### config.mk
export PLATFORM = sky130hd
export DESIGN_NAME = vending_ctrl_param_flat
export DESIGN_NICKNAME = d
export VERILOG_FILES = /design/src/rtl/vending_ctrl_param_if.sv /design/src/rtl/vending_ctrl_param.sv /design/src/flat_wrapper.sv
export SDC_FILE = /design/constraint.sdc
export NUM_CORES = 1
export LEC_CHECK = 0
export ABC_AREA = 1
export BUFFER_PORTS_ARGS = -buffer_cell sky130_fd_sc_hd__buf_2
export CAP_MARGIN = 20
export CORE_ASPECT_RATIO = 0.8
export CORE_MARGIN = 1.5
export CORE_UTILIZATION = 60
export CTS_CLUSTER_SIZE = 30
export DETAILED_ROUTE_END_ITERATION = 8
export PLACE_DENSITY_LB_ADDON = 0.05
export RECOVER_POWER = 25
export SKIP_CTS_REPAIR_TIMING = 1
export SLEW_MARGIN = 15
export SYNTH_ARGS = -nofsm -noshare
export SYNTH_HDL_FRONTEND = slang
export SYNTH_SLANG_ARGS = --single-unit
### constraint.sdc
create_clock -name clk -period 7.35 [get_ports clk]
set_input_delay 0.3675 -clock clk [delete_from_list [all_inputs] [get_ports clk]]
set_output_delay 0.3675 -clock clk [all_outputs]
set_load 0.02 [all_outputs]
### src/rtl/vending_ctrl_param_if.sv
// Front-panel / actuator bundle for vending_ctrl_param.
// The master drives the panel and payment inputs; the controller is the slave.
interface vending_ctrl_param_if #(
  parameter int unsigned NUM_PRODUCTS = 8,
  parameter int unsigned VAL_W        = 8,
  parameter int unsigned STOCK_W      = 4
);
  localparam int unsigned SEL_W = (NUM_PRODUCTS > 1) ? $clog2(NUM_PRODUCTS) : 1;

  logic               start;
  logic               sel_valid;
  logic [SEL_W-1:0]   product_sel;
  logic               coin_valid;
  logic [VAL_W-1:0]   coin_value;
  logic               online_paid;
  logic               cancel;
  logic               refill_valid;
  logic [SEL_W-1:0]   refill_idx;
  logic [STOCK_W-1:0] refill_qty;
  logic               change_ack;

  logic [2:0]         state;
  logic               busy;
  logic [VAL_W-1:0]   product_price;
  logic [VAL_W-1:0]   credit;
  logic               dispense_valid;
  logic [SEL_W-1:0]   dispense_idx;
  logic               change_valid;
  logic [VAL_W-1:0]   change_amount;
  logic               sold_out;
  logic               err_invalid;

  modport master (
    output start, sel_valid, product_sel, coin_valid, coin_value, online_paid, cancel,
           refill_valid, refill_idx, refill_qty, change_ack,
    input  state, busy, product_price, credit, dispense_valid, dispense_idx,
           change_valid, change_amount, sold_out, err_invalid
  );

  modport slave (
    input  start, sel_valid, product_sel, coin_valid, coin_value, online_paid, cancel,
           refill_valid, refill_idx, refill_qty, change_ack,
    output state, busy, product_price, credit, dispense_valid, dispense_idx,
           change_valid, change_amount, sold_out, err_invalid
  );
endinterface

### src/rtl/vending_ctrl_param.sv
// Parametrised vending controller: price table, per-product stock, coin/online payment,
// inactivity auto-refund and valid/ack change return.
module vending_ctrl_param #(
  parameter int unsigned NUM_PRODUCTS = 8,
  parameter int unsigned VAL_W        = 8,
  parameter int unsigned STOCK_W      = 4,
  parameter int unsigned INIT_STOCK   = 5,
  parameter int unsigned TIMEOUT_CYC  = 1000,
  parameter logic [NUM_PRODUCTS*VAL_W-1:0] PRICE_TABLE =
    {8'd40, 8'd25, 8'd10, 8'd20, 8'd35, 8'd30, 8'd50, 8'd15}
) (
  input logic                clk,
  input logic                rst,
  vending_ctrl_param_if.slave bus
);
  localparam int unsigned SEL_W = (NUM_PRODUCTS > 1) ? $clog2(NUM_PRODUCTS) : 1;
  localparam int unsigned TMR_W = $clog2(TIMEOUT_CYC + 1);

  typedef enum logic [2:0] {
    StIdle     = 3'd0,
    StSelect   = 3'd1,
    StPay      = 3'd2,
    StDispense = 3'd3,
    StChange   = 3'd4
  } state_e;

  state_e             state_q;
  logic [VAL_W-1:0]   credit_q, price_q, change_amount_q;
  logic [SEL_W-1:0]   sel_idx_q, dispense_idx_q;
  logic [TMR_W-1:0]   timer_q;
  logic               paid_online_q, dispense_valid_q, change_valid_q;
  logic               sold_out_q, err_invalid_q;
  logic [STOCK_W-1:0] stock_q [NUM_PRODUCTS];
  logic [STOCK_W-1:0] stock_d [NUM_PRODUCTS];
  logic [STOCK_W:0]   stock_sum [NUM_PRODUCTS];
  logic [VAL_W-1:0]   price_tab [NUM_PRODUCTS];

  for (genvar g = 0; g < NUM_PRODUCTS; g++) begin : g_price
    assign price_tab[g] = PRICE_TABLE[g*VAL_W +: VAL_W];
  end

  logic [VAL_W:0]   credit_sum;
  logic [VAL_W-1:0] credit_next, disp_change;
  logic             sel_in_range, pay_done, timeout_hit, refund_now;

  assign credit_sum   = {1'b0, credit_q} + (bus.coin_valid ? {1'b0, bus.coin_value} : '0);
  assign credit_next  = credit_sum[VAL_W] ? '1 : credit_sum[VAL_W-1:0];
  assign sel_in_range = 32'(bus.product_sel) < NUM_PRODUCTS;
  assign pay_done     = bus.online_paid || (credit_next >= price_q);
  assign timeout_hit  = (timer_q == TMR_W'(TIMEOUT_CYC - 1));
  // A coin or an online payment counts as activity, so only a quiet cycle can time out.
  assign refund_now   = bus.cancel || (!bus.coin_valid && !bus.online_paid && timeout_hit);
  assign disp_change  = paid_online_q ? credit_q : credit_q - price_q;

  // Refill and dispense on the same product in one cycle both apply before saturation.
  always_comb begin
    for (int i = 0; i < NUM_PRODUCTS; i++) begin
      stock_sum[i] = {1'b0, stock_q[i]}
                   + ((bus.refill_valid && bus.refill_idx == SEL_W'(i)) ?
                      {1'b0, bus.refill_qty} : '0)
                   - (STOCK_W+1)'(state_q == StDispense && sel_idx_q == SEL_W'(i));
      stock_d[i]   = stock_sum[i][STOCK_W] ? '1 : stock_sum[i][STOCK_W-1:0];
    end
  end

  always_ff @(posedge clk or posedge rst) begin
    if (rst) begin
      for (int i = 0; i < NUM_PRODUCTS; i++) stock_q[i] <= STOCK_W'(INIT_STOCK);
    end else begin
      stock_q <= stock_d;
    end
  end

  always_ff @(posedge clk or posedge rst) begin
    if (rst) begin
      state_q          <= StIdle;
      credit_q         <= '0;
      price_q          <= '0;
      change_amount_q  <= '0;
      sel_idx_q        <= '0;
      dispense_idx_q   <= '0;
      timer_q          <= '0;
      paid_online_q    <= 1'b0;
      dispense_valid_q <= 1'b0;
      change_valid_q   <= 1'b0;
      sold_out_q       <= 1'b0;
      err_invalid_q    <= 1'b0;
    end else begin
      dispense_valid_q <= 1'b0;
      sold_out_q       <= 1'b0;
      err_invalid_q    <= 1'b0;
      unique case (state_q)
        StIdle: begin
          credit_q <= '0;
          timer_q  <= '0;
          if (bus.start) state_q <= StSelect;
        end
        StSelect: begin
          if (bus.cancel) begin
            state_q <= StIdle;
          end else if (bus.sel_valid) begin
            if (!sel_in_range) begin
              err_invalid_q <= 1'b1;
              state_q       <= StIdle;
            end else if (stock_q[bus.product_sel] == '0) begin
              sold_out_q <= 1'b1;
              state_q    <= StIdle;
            end else begin
              sel_idx_q <= bus.product_sel;
              price_q   <= price_tab[bus.product_sel];
              timer_q   <= '0;
              state_q   <= StPay;
            end
          end else if (timeout_hit) begin
            state_q <= StIdle;
          end else begin
            timer_q <= timer_q + 1'b1;
          end
        end
        StPay: begin
          credit_q <= credit_next;
          if (refund_now) begin
            price_q <= '0;
            if (credit_next == '0) begin
              credit_q <= '0;
              state_q  <= StIdle;
            end else begin
              change_valid_q  <= 1'b1;
              change_amount_q <= credit_next;
              state_q         <= StChange;
            end
          end else if (pay_done) begin
            paid_online_q    <= bus.online_paid;
            dispense_valid_q <= 1'b1;
            dispense_idx_q   <= sel_idx_q;
            state_q          <= StDispense;
          end else if (bus.coin_valid) begin
            timer_q <= '0;
          end else begin
            timer_q <= timer_q + 1'b1;
          end
        end
        StDispense: begin
          price_q <= '0;
          if (disp_change == '0) begin
            credit_q <= '0;
            state_q  <= StIdle;
          end else begin
            change_valid_q  <= 1'b1;
            change_amount_q <= disp_change;
            state_q         <= StChange;
          end
        end
        StChange: begin
          if (bus.change_ack) begin
            change_valid_q  <= 1'b0;
            change_amount_q <= '0;
            credit_q        <= '0;
            state_q         <= StIdle;
          end
        end
        default: state_q <= StIdle;
      endcase
    end
  end

  assign bus.state          = state_q;
  assign bus.busy           = (state_q != StIdle);
  assign bus.product_price  = price_q;
  assign bus.credit         = credit_q;
  assign bus.dispense_valid = dispense_valid_q;
  assign bus.dispense_idx   = dispense_idx_q;
  assign bus.change_valid   = change_valid_q;
  assign bus.change_amount  = change_amount_q;
  assign bus.sold_out       = sold_out_q;
  assign bus.err_invalid    = err_invalid_q;
endmodule

### src/flat_wrapper.sv
// flat-port wrapper written by rule: the top's interface ports become plain ports
module vending_ctrl_param_flat 
#(
  parameter int unsigned NUM_PRODUCTS = 8,
  parameter int unsigned VAL_W        = 8,
  parameter int unsigned STOCK_W      = 4,
  parameter int unsigned INIT_STOCK   = 5,
  parameter int unsigned TIMEOUT_CYC  = 1000,
  parameter logic [NUM_PRODUCTS*VAL_W-1:0] PRICE_TABLE =
    {8'd40, 8'd25, 8'd10, 8'd20, 8'd35, 8'd30, 8'd50, 8'd15}
)
  (clk, rst, bus_start, bus_sel_valid, bus_product_sel, bus_coin_valid, bus_coin_value, bus_online_paid, bus_cancel, bus_refill_valid, bus_refill_idx, bus_refill_qty, bus_change_ack, bus_state, bus_busy, bus_product_price, bus_credit, bus_dispense_valid, bus_dispense_idx, bus_change_valid, bus_change_amount, bus_sold_out, bus_err_invalid);
  vending_ctrl_param_if #(.NUM_PRODUCTS(NUM_PRODUCTS), .VAL_W(VAL_W), .STOCK_W(STOCK_W)) bus_i ();
  input logic clk;
  input logic rst;
  input wire logic [$bits(bus_i.start)-1:0] bus_start;
  input wire logic [$bits(bus_i.sel_valid)-1:0] bus_sel_valid;
  input wire logic [$bits(bus_i.product_sel)-1:0] bus_product_sel;
  input wire logic [$bits(bus_i.coin_valid)-1:0] bus_coin_valid;
  input wire logic [$bits(bus_i.coin_value)-1:0] bus_coin_value;
  input wire logic [$bits(bus_i.online_paid)-1:0] bus_online_paid;
  input wire logic [$bits(bus_i.cancel)-1:0] bus_cancel;
  input wire logic [$bits(bus_i.refill_valid)-1:0] bus_refill_valid;
  input wire logic [$bits(bus_i.refill_idx)-1:0] bus_refill_idx;
  input wire logic [$bits(bus_i.refill_qty)-1:0] bus_refill_qty;
  input wire logic [$bits(bus_i.change_ack)-1:0] bus_change_ack;
  output wire logic [$bits(bus_i.state)-1:0] bus_state;
  output wire logic [$bits(bus_i.busy)-1:0] bus_busy;
  output wire logic [$bits(bus_i.product_price)-1:0] bus_product_price;
  output wire logic [$bits(bus_i.credit)-1:0] bus_credit;
  output wire logic [$bits(bus_i.dispense_valid)-1:0] bus_dispense_valid;
  output wire logic [$bits(bus_i.dispense_idx)-1:0] bus_dispense_idx;
  output wire logic [$bits(bus_i.change_valid)-1:0] bus_change_valid;
  output wire logic [$bits(bus_i.change_amount)-1:0] bus_change_amount;
  output wire logic [$bits(bus_i.sold_out)-1:0] bus_sold_out;
  output wire logic [$bits(bus_i.err_invalid)-1:0] bus_err_invalid;
  assign bus_i.start = bus_start;
  assign bus_i.sel_valid = bus_sel_valid;
  assign bus_i.product_sel = bus_product_sel;
  assign bus_i.coin_valid = bus_coin_valid;
  assign bus_i.coin_value = bus_coin_value;
  assign bus_i.online_paid = bus_online_paid;
  assign bus_i.cancel = bus_cancel;
  assign bus_i.refill_valid = bus_refill_valid;
  assign bus_i.refill_idx = bus_refill_idx;
  assign bus_i.refill_qty = bus_refill_qty;
  assign bus_i.change_ack = bus_change_ack;
  assign bus_state = bus_i.state;
  assign bus_busy = bus_i.busy;
  assign bus_product_price = bus_i.product_price;
  assign bus_credit = bus_i.credit;
  assign bus_dispense_valid = bus_i.dispense_valid;
  assign bus_dispense_idx = bus_i.dispense_idx;
  assign bus_change_valid = bus_i.change_valid;
  assign bus_change_amount = bus_i.change_amount;
  assign bus_sold_out = bus_i.sold_out;
  assign bus_err_invalid = bus_i.err_invalid;
  vending_ctrl_param #(.NUM_PRODUCTS(NUM_PRODUCTS), .VAL_W(VAL_W), .STOCK_W(STOCK_W), .INIT_STOCK(INIT_STOCK), .TIMEOUT_CYC(TIMEOUT_CYC), .PRICE_TABLE(PRICE_TABLE)) u_core (.clk(clk), .rst(rst), .bus(bus_i));
endmodule
# == Word-level counts from Yosys, hierarchy flattened ==
# Memories as Yosys holds them, arrays and structs flattened.
# Index checks and enable logic that the tools add are counted.
# totals
register_bits,79
rom_bits,64
inputBits,27
output_inout_bits,35
elab_cells,188
n_memories,1
# mem_list
memory,words,width,rd,rd_ports_with_merged_regs,write_ports,line_no,text
(no name shown),8,8,1,0,0,vending_ctrl_param.sv:110,price_q <= price_tab[bus.product_sel];
# classes
n_addsub,19
n_lt_le_gt_ge,2
eq_ne,34
mux,69
n_bitwise,4
n_reduce_logical,40
# ops
op,count
$mux 8,16
$mux 4,18
$mux 10,7
$pmux 8 s3,2
$add 4x5->5,8
$sub 5x1->5,8
$pmux 8 s4,1
$pmux 10 s3,1
$eq 3x3->1 const B,9
$mux 3,9
$ne 2x2->1 const B,10
$eq 3x2->1 const B,6
$logic_and 1x1->1,18
$logic_not 8->1,2
$pmux 3 s5,1
$bmux 4 s3,1
$reduce_bool 3->1,4
$mux 1,11
$add 10x1->10 const B,1
$eq 10x10->1 const B,1
$reduce_and 5->1,2
$add 8x9->9,1
$eq 3x1->1 const B,3
$logic_not 3->1,3
18 further kinds,25

# == Logic depth before layout (Yosys ltp) ==
# Gate-level depths: netlist of run 1.
# depth
ltp_word,9
ltp_mapped,25
ltp_nobuf,24

# == Least setup slack after synthesis of run 1 ==
# No wires, ideal clock.
# synth_path
kind,input to register
startpoint,in bus_coin_valid
endpoint,reg u_core.timer_q[8]
setup_time_ns,0.117
arrival_ns,2.917
t_required_ns,7.233
slack_ns,4.316
stages,23
path_buffers,1
cell_sequence,clkbuf_1 nand2_1 inv_1 ha_1 fa_1 nand3_1 nand2_2 nand2_1 nand2_1 nor2_1 ha_1 o21ai_0 nand2_1 nand2_1 nand2_1 nand2_1 nand2_1 nand2_1 nand3_1 o21ai_4 nand2_2 nand2_1 nand2_1
# synth_between
elab_chain_len,7
word_cells_on_any_way,16
classes_between,add/sub: 1; order compare: 1; eq/ne: 2; mux: 6; reduce/logical: 6
# synth_lines
element,line_no,text
"start, declared",flat_wrapper.sv:19,input wire logic [$bits(bus_i.coin_valid)-1:0] bus_coin_valid;
$mux 8,vending_ctrl_param.sv:46,"assign credit_sum = {1'b0, credit_q} + (bus.coin_valid ? {1'b0, bus.coin_value} : '0);"
$add 8x9->9,vending_ctrl_param.sv:46,
$mux 8,vending_ctrl_param.sv:47,assign credit_next = credit_sum[VAL_W] ? '1 : credit_sum[VAL_W-1:0];
$ge 8x8->1,vending_ctrl_param.sv:49,assign pay_done = bus.online_paid || (credit_next >= price_q);
$logic_or 1x1->1,vending_ctrl_param.sv:49,
$ne 2x2->1 (no line),-,
$reduce_and 6->1 (no line),-,
"end signal, assigned",vending_ctrl_param.sv:117,timer_q <= timer_q + 1'b1;
"end signal, assigned",vending_ctrl_param.sv:140,timer_q <= timer_q + 1'b1;
"end, declared",vending_ctrl_param.sv:30,logic [TMR_W-1:0] timer_q;
# Parallel ways exist; a longest one is shown, timed or not. The select of a mux whose other input is x is not followed.
# A chain may end at the register's enable or synchronous reset.

==> summary.txt, run 1 <==
Global route
  • First-pass GRT wire length: roughly 27000 µm
  • Overflow after GRT: 0
  • GRT Total Usage: 0.2834
  • Pin count of the biggest net entering global routing: 53
  • Antenna violations before repair: 0
  • Number of global-route vias before repair: ~5800

Yosys
  • Distinct cells, synth: 44
  • Area contributors post-synth: dfrtp_1 (23%), ha_1 (17%), nand2_1 (14%)
  • Synth Warn #: 0
  • Cells after Synth: approximately 960
  • Yosys top cell by area: dfrtp_1
  • Main flop type after synthesis: dfrtp_1
  • Post-Syn Area: 6730 µm²
  • FF+latch count, synth: 77
  • Synth Area per Inst: around 7.0 µm²
  • Ys async rst share: 1.000
  • Number of flops mapped to enable cells by yosys: 0
  • Yosys top cell area share: 0.2268
  • Seq/Total Area, Yosys: 0.2893

STA
  • Final Skew: ~0.012 ns
  • Max Clk Rate: ~290 MHz
  • Final Cycle Share: 0.4758
  • Clock period minus worst slack: 3.497 ns
  • Hold Worst Slack: 0.2143 ns
  • Final hold vios: 0
  • RSZ-0062 raised after global routing: false
  • # setup viols final: 0
  • Setup_tns: 0 ns
  • Slew Limit Fails: 53
  • Rel. slew slack: -0.9464
  • Setup ws final: 3.853 ns
  • Worst Tran Pin Value: approximately 2.9 ns

Power
  • Clock power share: 0.194
  • Cell Pwr Density: roughly 320 nW/µm²
  • Lkg Pwr: 4.424 nW
  • Combinational cell fraction of total power: 0.533
  • Sw Ratio: 0.4608
  • P_sw: roughly 1.1 mW
  • Seq pwr share: 0.273
  • Pwr Total: approximately 2.4 mW
  • VDD IR-drop max: ~0.18 mV
  • Internal Power: ~1.3 mW

Place
  • Placed insts: ~1200
  • DP Worst Slack: roughly 3.7 ns
  • Dpl hpwl: 12020 µm
  • Port Buf Inserts: slightly below 60
  • GPL Wtd Cong: 0.8878

Setup path
  • Worst EP required: around 7.6 ns
  • Nature of the critical path startpoint: register
  • CP arrival: roughly 3.7 ns
  • Critical path peak fanout: 8
  • R2r worst-path depth: 17
  • WS Path Type: register to register
  • Worst setup EP type: register

Route
  • DR WL/cell: around 13 µm
  • DRC: 0
  • Routed via count: 5968
  • Pre-antenna DRT Iters: 5
  • DR vias/cell: roughly 5.1
  • Iteration-0 DRC Markers: a little under 300
  • Final WL: 15370 µm
  • Antenna-violating nets left: 0

Layout
  • # diodes: 0
  • Post-Layout Cell Count: 1173
  • Share of layout cells above drive strength 1: 0.1098
  • Final net count: around 1200
  • Area delta synth->final: 10.71%
  • Fillers: approximately 1000
  • Sequential cell area: 1947 µm²
  • Area of the multi-input gates: 3876 µm²

Clock tree
  • CTS Sinks: 77
  • Clock-pin slew on the worst setup and hold paths: 0.07 ns
  • Max clock buf depth: 2
  • TritonCTS clock tree: yes
  • Worst skew pair latency: 0.35 ns
  • CTS Root Cell: clkbuf_16
  • Cts bufs inserted: 9
  • H-tree Lvls: 3

Floorplanning
  • Core area: 10890 µm²
  • Die Height: between 90 and 100 µm
  • FP Rows: 34
  • I/O pin count: 62
  • Die Wd: roughly 120 µm
  • Die ar.: 11870 µm²
  • Initial Util: 0.6180

Outcome
  • Status: complete, but fails checks
  • Violated checks: capacitance limit, slew limit

Job
  • Max Cap Viol: 1

Min path
  • Min-delay worst type: input port to async pin
-- final timing paths --
kind	end	slack (ns)	startpoint
setup / recovery	u_core.stock_q[26]$_DFF_PP1_	3.85	u_core.bus.state[1]$_DFFE_PP0P_
hold / removal	u_core.bus.sold_out$_DFF_PP0_	0.21	rst
setup reg to reg	u_core.stock_q[26]$_DFF_PP1_	3.85	u_core.bus.state[1]$_DFFE_PP0P_
hold reg to reg	u_core.bus.change_valid$_DFFE_PP0P_	0.47	u_core.bus.change_valid$_DFFE_PP0P_
max in group asynchronous	u_core.stock_q[29]$_DFF_PP0_	3.90	rst
min in group clk	u_core.bus.sold_out$_DFF_PP0_	0.25	bus_cancel
-- kinds of logic (layout without fill, tap and decap cells) --
logic type | count (synthesis) | after routing | synth area share
xor gates and xnor gates | 11 | 11 | 0.01432
AOI/OAI and AO/OA | 82 | 82 | 0.06786
other | 1 | 3 | 0.0005572
adders and majority gates | 99 | 99 | 0.1952
buffers and inverters | 236 | 300 | 0.1359
DFF | 77 | 77 | 0.2893
and+or+nand+nor | 457 | 457 | 0.2969
-- routing by layer --
metal | wire length, µm | up-vias | GRT usage | part of all wire
met5 | 0 | - | 0 | 0
met4 | 207 | 0 | 0.07330 | 0.013
met3 | 748 | 20 | 0.04790 | 0.049
met2 | 6993 | 141 | 0.4702 | 0.46
met1 | 7416 | 2690 | 0.3858 | 0.48
li1 | - | 3117 | - | -
-- state kept, by name, indices dropped and copies added (netlist names) --
signal	count
u_core.bus.product_price	6
u_core.bus.change_amount	8
u_core.timer_q	10
u_core.sel_idx_q	3
u_core.bus.dispense_valid	1
u_core.bus.credit	8
u_core.bus.sold_out	1
u_core.bus.change_valid	1
u_core.bus.state	3
u_core.bus.dispense_idx	3
u_core.stock_q	32
u_core.paid_online_q	1
-- cell type report --
| type | instances | area share |
|---|---|---|
| inverters | 225 | 0.1135 |
| clock inverters | 7 | 0.01108 |
| multi-input cells | 652 | 0.5202 |
| repair buffers | 59 | 0.03946 |
| well taps | 144 | 0.02418 |
| clock buffers | 9 | 0.03023 |
| flip-flops and latches | 77 | 0.2613 |
-- layout by cell type (no fill, tap or decap), types with 2 or more instances in the layout --
cell type and instances:
buf_2 58, clkbuf_16 9, inv_6 2, xor2_1 2, nand3b_1 10, o22ai_1 2
nand4_1 15, nand3_1 74, nor2_4 2, o21ai_1 3, clkinvlp_4 2, inv_2 3
dfstp_2 16, conb_1 3, nor2_1 66, nor2_2 7, o21ai_0 41, nand3_4 2
nand2_2 2, o211ai_1 2, nor3b_1 2, xnor2_1 9, nor3_1 15, inv_1 220
fa_1 10, ha_1 89, nand2_1 256, a21oi_1 27, dfrtp_1 61
-- power groups by stage --
| stage | Combinational [mW] | Clock [mW] | Sequential (mW) |
|---|---|---|---|
| after CTS | 1.28 | 0.472 | 0.653 |
| after global routing | 1.48 | 0.493 | 0.668 |
| after floorplan | 0.936 | 0 | 0.691 |
| after detailed placement | 1.27 | 0 | 0.660 |
| final | 1.28 | 0.465 | 0.654 |
| after global placement | 1.25 | 0 | 0.656 |
-- synthesized netlist by cell type, types with 2 or more instances --
cell and instances:
inv_2 3, buf_1 3, nor3b_1 2, o22ai_1 2, fa_1 10, o211ai_1 2
nor2_2 7, dfrtp_1 61, xor2_1 2, nand2_2 2, o21ai_0 41, o21ai_1 3
nor2_4 2, xnor2_1 9, nor3_1 15, buf_4 3, ha_1 89, a21oi_1 27
buf_2 2, nand2_1 256, nand4_1 15, nand3b_1 10, nand3_1 74, dfstp_2 16
nor2_1 66, inv_1 221, buf_6 2, nand3_4 2
-- through the flow --
step | cell area (µm²) | utilization
5_1_grt | 7451 | 0.6842
2_1_floorplan | 6738 | -
3_5_place_dp | 7147 | 0.6563
6_report | 7451 | 0.6842
3_3_place_gp | 7147 | 0.6563
4_1_cts | 7455 | 0.6845
-- worst max-delay path: stages, from the launching register on --
cell,delay (ns)
dfrtp_1,0.42
inv_1,0.07
nor2_2,0.18
inv_1,0.21
nor2_4,0.24
inv_1,0.17
or2_1,0.31
nor3_1,0.18
ha_1,0.26
inv_1,0.06
ha_1,0.16
inv_1,0.05
fa_1,0.38
nor2_1,0.17
o21ai_0,0.10
nand2_1,0.08
xnor2_1,0.19
o21ai_0,0.16
Power figures use the tool's default switching activity.
==> inputs of run 2 (changes only) <==
- ABC_AREA: 1 -> 0
- CORE_UTILIZATION: 60 -> 55
- clock period: 7.35 -> 2.97 ns (I/O delays scaled with it)
==> summary.txt, run 2 <==
Layout
  • Fillers: 949 (was 999)
  • Most frequent cells in the layout: inv_1 (124), ha_1 (85), nand2_1 (83) (was nand2_1 (256), inv_1 (220), ha_1 (89))
  • Number of flip-flops in the largest register: 32 (unchanged)
  • Largest regs: u_core.stock_q: 32 flops, u_core.timer_q: 10 flops (unchanged)
  • Area delta synth->final: 22.79% (was 10.71%)
  • # diodes: 0 (unchanged)
  • Share of layout cells above drive strength 1: 0.2804 (was 0.1098)
  • Final net count: 1002 (was 1150)
  • Post-Layout Cell Count: 1029 (was 1173)
  • Most common cell after layout, fill and taps aside: inv_1 (was nand2_1)
  • Biggest register: u_core.stock_q (unchanged)
  • Final Cell Area: 8170 µm² (was 7451 µm²)
  • Final Core Density: 0.7014 (was 0.6842)

Clock tree
  • CTS Root Cell: clkbuf_16 (unchanged)
  • CTS Sinks: 77 (unchanged)
  • Max clock buf depth: 2 (unchanged)
  • Cts bufs inserted: 9 (unchanged)
  • H-tree Lvls: 3 (unchanged)
  • Worst skew pair latency: 0.34 ns (was 0.35 ns)
  • TritonCTS clock tree: yes (unchanged)
  • Clock-pin slew on the worst setup and hold paths: 0.06 ns (was 0.07 ns)

Floorplanning
  • Die Wd: 126.0 µm (was 121.4 µm)
  • Die ar.: 12770 µm² (was 11870 µm²)
  • Core area: 11650 µm² (was 10890 µm²)
  • I/O pin count: 62 (unchanged)
  • Die Height: 101.4 µm (was 97.73 µm)
  • FP Rows: 35 (was 34)
  • Initial Util: 0.5712 (was 0.6180)

Yosys
  • Cells after Synth: 759 (was 963)
  • Area contributors post-synth: dfrtp_1 (23%), ha_1 (17%), inv_1 (7.0%) (was dfrtp_1 (23%), ha_1 (17%), nand2_1 (14%))
  • Most frequent cell after synthesis: inv_1 (was nand2_1)
  • Post-Syn Area: 6654 µm² (was 6730 µm²)
  • Seq/Total Area, Yosys: 0.2926 (was 0.2893)
  • FF+latch count, synth: 77 (unchanged)
  • Synth Warn #: 0 (unchanged)
  • Distinct cells, synth: 71 (was 44)
  • Main flop type after synthesis: dfrtp_1 (unchanged)
  • Most instantiated cells after synthesis: inv_1 (124), ha_1 (89), nand2_1 (86) (was nand2_1 (256), inv_1 (221), ha_1 (89))
  • Number of flops mapped to enable cells by yosys: 0 (unchanged)
  • Yosys top cell by area: dfrtp_1 (unchanged)
  • Ys async rst share: 1.000 (unchanged)
  • Synth Area per Inst: 8.767 µm² (was 6.989 µm²)
  • Yosys top cell area share: 0.2294 (was 0.2268)

Route
  • DRC: 4 (was 0)
  • Routed via count: 5917 (was 5968)
  • DR vias/cell: 5.750 (was 5.088)
  • Iteration-0 DRC Markers: 447 (was 295)
  • Antenna-violating nets left: 0 (unchanged)
  • Final WL: 17530 µm (was 15370 µm)
  • Pre-antenna DRT Iters: 9 (was 5)
  • DR WL/cell: 17.03 µm (was 13.10 µm)

Setup path
  • Worst EP required: 3.22 ns (was 7.59 ns)
  • CP arrival: 3.85 ns (was 3.74 ns)
  • Critical path peak fanout: 5 (was 8)
  • Nature of the critical path startpoint: register (unchanged)
  • Worst setup EP type: register (unchanged)
  • WS Path Type: register to register (unchanged)

Place
  • Dpl hpwl: 13330 µm (was 12020 µm)
  • Placed insts: 1003 (was 1157)
  • DP Worst Slack: -0.7051 ns (was 3.712 ns)
  • GPL Wtd Cong: 0.9156 (was 0.8878)
  • Placed cell area: 7505 µm² (was 7147 µm²)
  • Port Buf Inserts: 58 (unchanged)

Outcome
  • Status: complete, but fails checks (unchanged)
  • Violated checks: DRC, capacitance limit, slew limit, setup timing (was capacitance limit, slew limit)

Power
  • Pwr Total: 7.170 mW (was 2.400 mW)
  • Cell Pwr Density: 877.5 nW/µm² (was 322.1 nW/µm²)
  • Lkg Pwr: 4.275 nW (was 4.424 nW)
  • VDD IR-drop max: 0.4533 mV (was 0.1829 mV)

STA
  • RSZ-0062 raised after global routing: true (was false)
  • Hold Worst Slack: 0.08880 ns (was 0.2143 ns)
  • Final hold vios: 0 (unchanged)
  • Clock period minus worst slack: 3.596 ns (was 3.497 ns)
  • Slew Limit Fails: 61 (was 53)
  • Rel. slew slack: -0.5889 (was -0.9464)
  • Setup_tns: -9.116 ns (was 0 ns)
  • Final Cycle Share: 1.211 (was 0.4758)
  • Setup ws final: -0.6258 ns (was 3.853 ns)
  • Max Clk Rate: 278.1 MHz (was 285.9 MHz)
  • Final Skew: 0.007121 ns (was 0.01182 ns)
  • Worst Tran Pin Value: 2.383 ns (was 2.920 ns)
  • # setup viols final: 25 (was 0)

Global route
  • Antenna violations before repair: 0 (unchanged)
  • First-pass GRT wire length: 28460 µm (was 26840 µm)
  • GRT Total Usage: 0.2806 (was 0.2834)
  • Number of global-route vias before repair: 5873 (was 5764)
  • Overflow after GRT: 0 (unchanged)
  • Pin count of the biggest net entering global routing: 61 (was 53)

Min path
  • Min-delay worst type: input port to register (was input port to async pin)

Job
  • Max Cap Viol: 1 (unchanged)
## run 2: changes by cell type in the layout (fill, tap and decap cells not counted), sizes merged, moves of 19 or more
cell    before  now
nand3       77   14
nand2      259   86
a21o         0   19
buf         58  125
nor2        75   40
xor2         2   26
nand2b       0   19
inv        226  125
## run 2: layout make-up
| class | count | area, µm² | area share |
|---|---|---|---|
| multi-input combinational | 539 | 4462 | 0.5461 |
| sequential | 77 | 1948 | 0.2384 |
| timing repair buffer | 125 | 808.3 | 0.09893 |
| inverter | 124 | 465.4 | 0.05697 |
| clock buffer | 11 | 242.7 | 0.02971 |
| tap | 148 | 185.2 | 0.02266 |
| clock inverter | 5 | 58.81 | 0.007198 |
## run 2: metal layers
metal / global-route usage / vias to the layer above / share of wire
met5: 0 / - / 0
met4: 0.08930 / 0 / 0.021
met3: 0.06022 / 43 / 0.060
met2: 0.4446 / 204 / 0.46
met1: 0.3881 / 2853 / 0.46
li1: - / 2817 / -
## run 2: kinds of logic (layout without fill, tap and decap cells)
family,count (synthesis),count (layout),synth area share
AND/OR/NAND/NOR,236,237,0.1813
AO/OA/AOI/OAI,152,152,0.1675
buffers and inverters,146,265,0.08650
adder cells (fa/ha/maj),99,99,0.1974
flip-flops,77,77,0.2926
XOR/XNOR,30,30,0.03949
multiplexers,18,18,0.03460
other,1,3,0.0005636
## run 2: worst max-delay path: stages, from the launching register on
cell and delay, ns:
dfrtp_2 0.42, ha_4 0.17, fa_2 0.39, a211oi_4 0.36, nor3_4 0.10, nor2_2 0.14
nor2_4 0.06, nor2_2 0.17, ha_1 0.26, nand2b_4 0.14, a211oi_2 0.17, o21a_1 0.17
nor3b_2 0.20, a21oi_2 0.11, or3_4 0.44, o31ai_2 0.22
## run 2: worst paths after layout
path,slack [ns],cells past startpoint,from,endpoint
min reg2reg,0.49,1,u_core.timer_q[9]$_DFFE_PP0P_,u_core.timer_q[9]$_DFFE_PP0P_
max,-0.63,15,u_core.bus.credit[0]$_DFFE_PP0P_,u_core.timer_q[8]$_DFFE_PP0P_
max reg2reg,-0.63,15,u_core.bus.credit[0]$_DFFE_PP0P_,u_core.timer_q[8]$_DFFE_PP0P_
max in group asynchronous,0.77,2,rst,u_core.bus.credit[0]$_DFFE_PP0P_
min,0.09,3,bus_sel_valid,u_core.bus.sold_out$_DFF_PP0_
min in group asynchronous,0.61,2,rst,u_core.timer_q[1]$_DFFE_PP0P_
## run 2: power by group
part	leakage [nW]	internal (mW)	switching [mW]
clock	0.142	0.676	0.462
combinational	3.21	1.89	2.42
sequential	0.919	1.44	0.286
==> inputs of run 3 (changes only) <==
- ABC_AREA: 0 -> 1
- SETUP_SLACK_MARGIN: unset -> 0.1
==> summary.txt, run 3 (synthesis results as in run 1) <==
Route
  • Pre-antenna DRT Iters: 5 (was 9)
  • DR WL/cell: 13.05 µm (was 17.03 µm)
  • DR vias/cell: 5.007 (was 5.750)
  • DR WL met3: 593 µm (was 1046 µm)
  • Max layer used: met4 (unchanged)
  • Antenna-violating nets left: 0 (unchanged)
  • Routed length on met1: 7820 µm (was 8087 µm)
  • Iteration-0 DRC Markers: 318 (was 447)
  • Routed via count: 6118 (was 5917)
  • Final WL: 15950 µm (was 17530 µm)
  • DRC: 0 (was 4)
  • Metal2 WL: 7363 µm (was 8023 µm)

Setup path
  • Crit-path most repeated cell: nand2_1 (was nor2_2)
  • Slowest CP cell: dfrtp_2 (was or3_4)
  • CP arrival: 3.07 ns (was 3.85 ns)
  • Worst setup EP type: register (unchanged)
  • CP cell instances: ha_4 > fa_2 > nand3_2 > nand2_2 > nand2_2 > nand2_4 > nor2_4 > ha_4 > o21ai_2 > nand2_1 > nand2_1 > nand2_1 > nand2_1 > nand2_1 > nand2_1 > nand3_2 > o21ai_4 > buf_12 > nand2_4 > nand2_1 > nand2_1 (was ha_4 > fa_2 > a211oi_4 > nor3_4 > nor2_2 > nor2_4 > nor2_2 > ha_1 > nand2b_4 > a211oi_2 > o21a_1 > nor3b_2 > a21oi_2 > or3_4 > o31ai_2)
  • R2r worst-path depth: 21 (was 15)
  • RR Endpoint: u_core.timer_q[3]$_DFFE_PP0P_ (was u_core.timer_q[8]$_DFFE_PP0P_)
  • Crit path from: u_core.bus.credit[0]$_DFFE_PP0P_ (unchanged)
  • Worst EP required: 3.20 ns (was 3.22 ns)
  • R2r setup slk: 0.13 ns (was -0.63 ns)
  • Nature of the critical path startpoint: register (unchanged)
  • Crit path to: u_core.timer_q[3]$_DFFE_PP0P_ (was u_core.timer_q[8]$_DFFE_PP0P_)
  • WS Path Type: register to register (unchanged)
  • Critical path's largest stage delay: 0.42 ns (was 0.44 ns)
  • Critical R2R Launch: u_core.bus.credit[0]$_DFFE_PP0P_ (unchanged)
  • Critical path peak fanout: 7 (was 5)

Layout
  • Most common cell after layout, fill and taps aside: nand2_1 (was inv_1)
  • Most frequent cells in the layout: nand2_1 (245), inv_1 (217), ha_1 (84) (was inv_1 (124), ha_1 (85), nand2_1 (83))
  • Final net count: 1195 (was 1002)
  • Biggest register: u_core.stock_q (unchanged)
  • Final Cell Area: 8058 µm² (was 8170 µm²)
  • Share of layout cells above drive strength 1: 0.1862 (was 0.2804)
  • # diodes: 0 (unchanged)
  • Area delta synth->final: 19.72% (was 22.79%)
  • Final Core Density: 0.6866 (was 0.7014)
  • Largest regs: u_core.stock_q: 32 flops, u_core.timer_q: 10 flops (unchanged)
  • Number of flip-flops in the largest register: 32 (unchanged)

STA
  • # setup viols final: 0 (was 25)
  • Worst Tran Pin Value: 1.676 ns (was 2.383 ns)
  • Final Cycle Share: 0.9570 (was 1.211)
  • Hold Worst Slack: 0.01850 ns (was 0.08880 ns)
  • Clock period minus worst slack: 2.842 ns (was 3.596 ns)
  • Final hold vios: 0 (unchanged)
  • RSZ-0062 raised after global routing: true (unchanged)
  • Rel. slew slack: -0.1235 (was -0.5889)
  • Max Clk Rate: 351.8 MHz (was 278.1 MHz)
  • Final Skew: 0.007479 ns (was 0.007121 ns)
  • Slew Limit Fails: 38 (was 61)

Power
  • P_sw: 2.833 mW (was 3.166 mW)
  • Lkg Pwr: 4.671 nW (was 4.275 nW)
  • Seq pwr share: 0.255 (was 0.240)
  • Clock power share: 0.177 (was 0.159)
  • Cell Pwr Density: 776.9 nW/µm² (was 877.5 nW/µm²)
  • Sw Ratio: 0.4525 (was 0.4417)
  • Combinational cell fraction of total power: 0.568 (was 0.601)
  • VDD IR-drop max: 0.4624 mV (was 0.4533 mV)
  • Internal Power: 3.428 mW (was 4.003 mW)

Floorplanning
  • Initial Util: 0.5735 (was 0.5712)
  • Die Height: 101.9 µm (was 101.4 µm)
  • Die ar.: 12910 µm² (was 12770 µm²)
  • FP Rows: 35 (unchanged)
  • Die Wd: 126.7 µm (was 126.0 µm)
  • I/O pin count: 62 (unchanged)
  • Core area: 11740 µm² (was 11650 µm²)

Clock tree
  • CTS Sinks: 77 (unchanged)
  • H-tree Lvls: 3 (unchanged)
  • Worst skew pair latency: 0.34 ns (about the same)
  • TritonCTS clock tree: yes (unchanged)
  • CTS Root Cell: clkbuf_16 (unchanged)
  • Cts bufs inserted: 9 (unchanged)
  • Max clock buf depth: 2 (unchanged)
  • Clock-pin slew on the worst setup and hold paths: 0.06 ns (about the same)

Place
  • GPL Wtd Cong: 0.8722 (was 0.9156)
  • Port Buf Inserts: 58 (unchanged)
  • Placed cell area: 7440 µm² (was 7505 µm²)
  • Dpl hpwl: 12380 µm (was 13330 µm)

Min path
  • Min-delay worst type: input port to register (unchanged)

Job
  • Max Cap Viol: 1 (unchanged)

Global route
  • First-pass GRT wire length: 26760 µm (was 28460 µm)
  • Antenna violations before repair: 0 (unchanged)
  • Number of global-route vias before repair: 5771 (was 5873)
  • GRT Total Usage: 0.2603 (was 0.2806)
  • Pin count of the biggest net entering global routing: 38 (was 61)
  • Overflow after GRT: 0 (unchanged)

Outcome
  • Status: complete, but fails checks (unchanged)
  • Violated checks: capacitance limit, slew limit (was DRC, capacitance limit, slew limit, setup timing)
## run 3: cell types whose count changed in the layout (fill, tap and decap cells not counted), moves of 20 or more
cell     delta
nor2_1     +20
inv_1      +93
xor2_1     -21
buf_4      -23
nand2_1   +162
nand3_1    +55
## run 3: worst max-delay path: cells and delay by family, from the launching register on
kind            cells  cell delay (ns)
compound gates      2             0.27
simple gates       15             1.15
flops               1             0.42
fa+ha+maj           3             0.75
buf+inv             1             0.15
## run 3: area by class of cell
| cell class | instances | area (µm²) |
|---|---|---|
| repair buffers | 103 | 645.6 |
| multi-input cells | 653 | 4138 |
| inverters | 225 | 845.8 |
| clock buffers | 12 | 246.5 |
| fillers | 1056 | 3679 |
| flip-flops and latches | 77 | 1949 |
| well taps | 148 | 185.2 |
| clock inverters | 4 | 47.55 |
## run 3: metrics by stage
step / power [mW] / worst slack [ns] / setup TNS (ns) / cells
2_1_floorplan: 4.060 / 0.1181 / 0 / 965
3_3_place_gp: 4.814 / 0.02739 / 0 / 1195
3_5_place_dp: 4.871 / -0.07505 / -0.6546 / 1195
4_1_cts: 6.014 / -0.08677 / -0.7843 / 1211
5_1_grt: 6.893 / -0.02749 / -0.2033 / 1222
6_report: 6.260 / 0.1276 / 0 / 1222
## run 3: metal layers
metal,track usage,vias to the layer above
li1,-,3208
met1,0.3585,2796
met2,0.4418,99
met3,0.03874,15
met4,0.05507,0
met5,0,-
## run 3: how the worst min path moves through the flow
stage / from / to / slack [ns] / cells past startpoint
after CTS: rst / u_core.stock_q[11]$_DFF_PP0_ / -0.1 / 2
after global placement: rst / u_core.stock_q[11]$_DFF_PP0_ / 0.26 / 2
after detailed placement: rst / u_core.stock_q[11]$_DFF_PP0_ / 0.27 / 2
final: bus_cancel / u_core.bus.sold_out$_DFF_PP0_ / 0.02 / 2
after global routing: bus_cancel / u_core.bus.sold_out$_DFF_PP0_ / 0.03 / 2
after floorplan: bus_cancel / u_core.bus.sold_out$_DFF_PP0_ / 0.21 / 1
## run 3: power groups by stage
stage,Sequential [mW],Combinational (mW),Clock [mW]
after floorplan,1.71,2.35,0
after global placement,1.59,3.22,0
after detailed placement,1.60,3.27,0
after CTS,1.59,3.30,1.13
after global routing,1.63,4.10,1.17
final,1.60,3.55,1.11
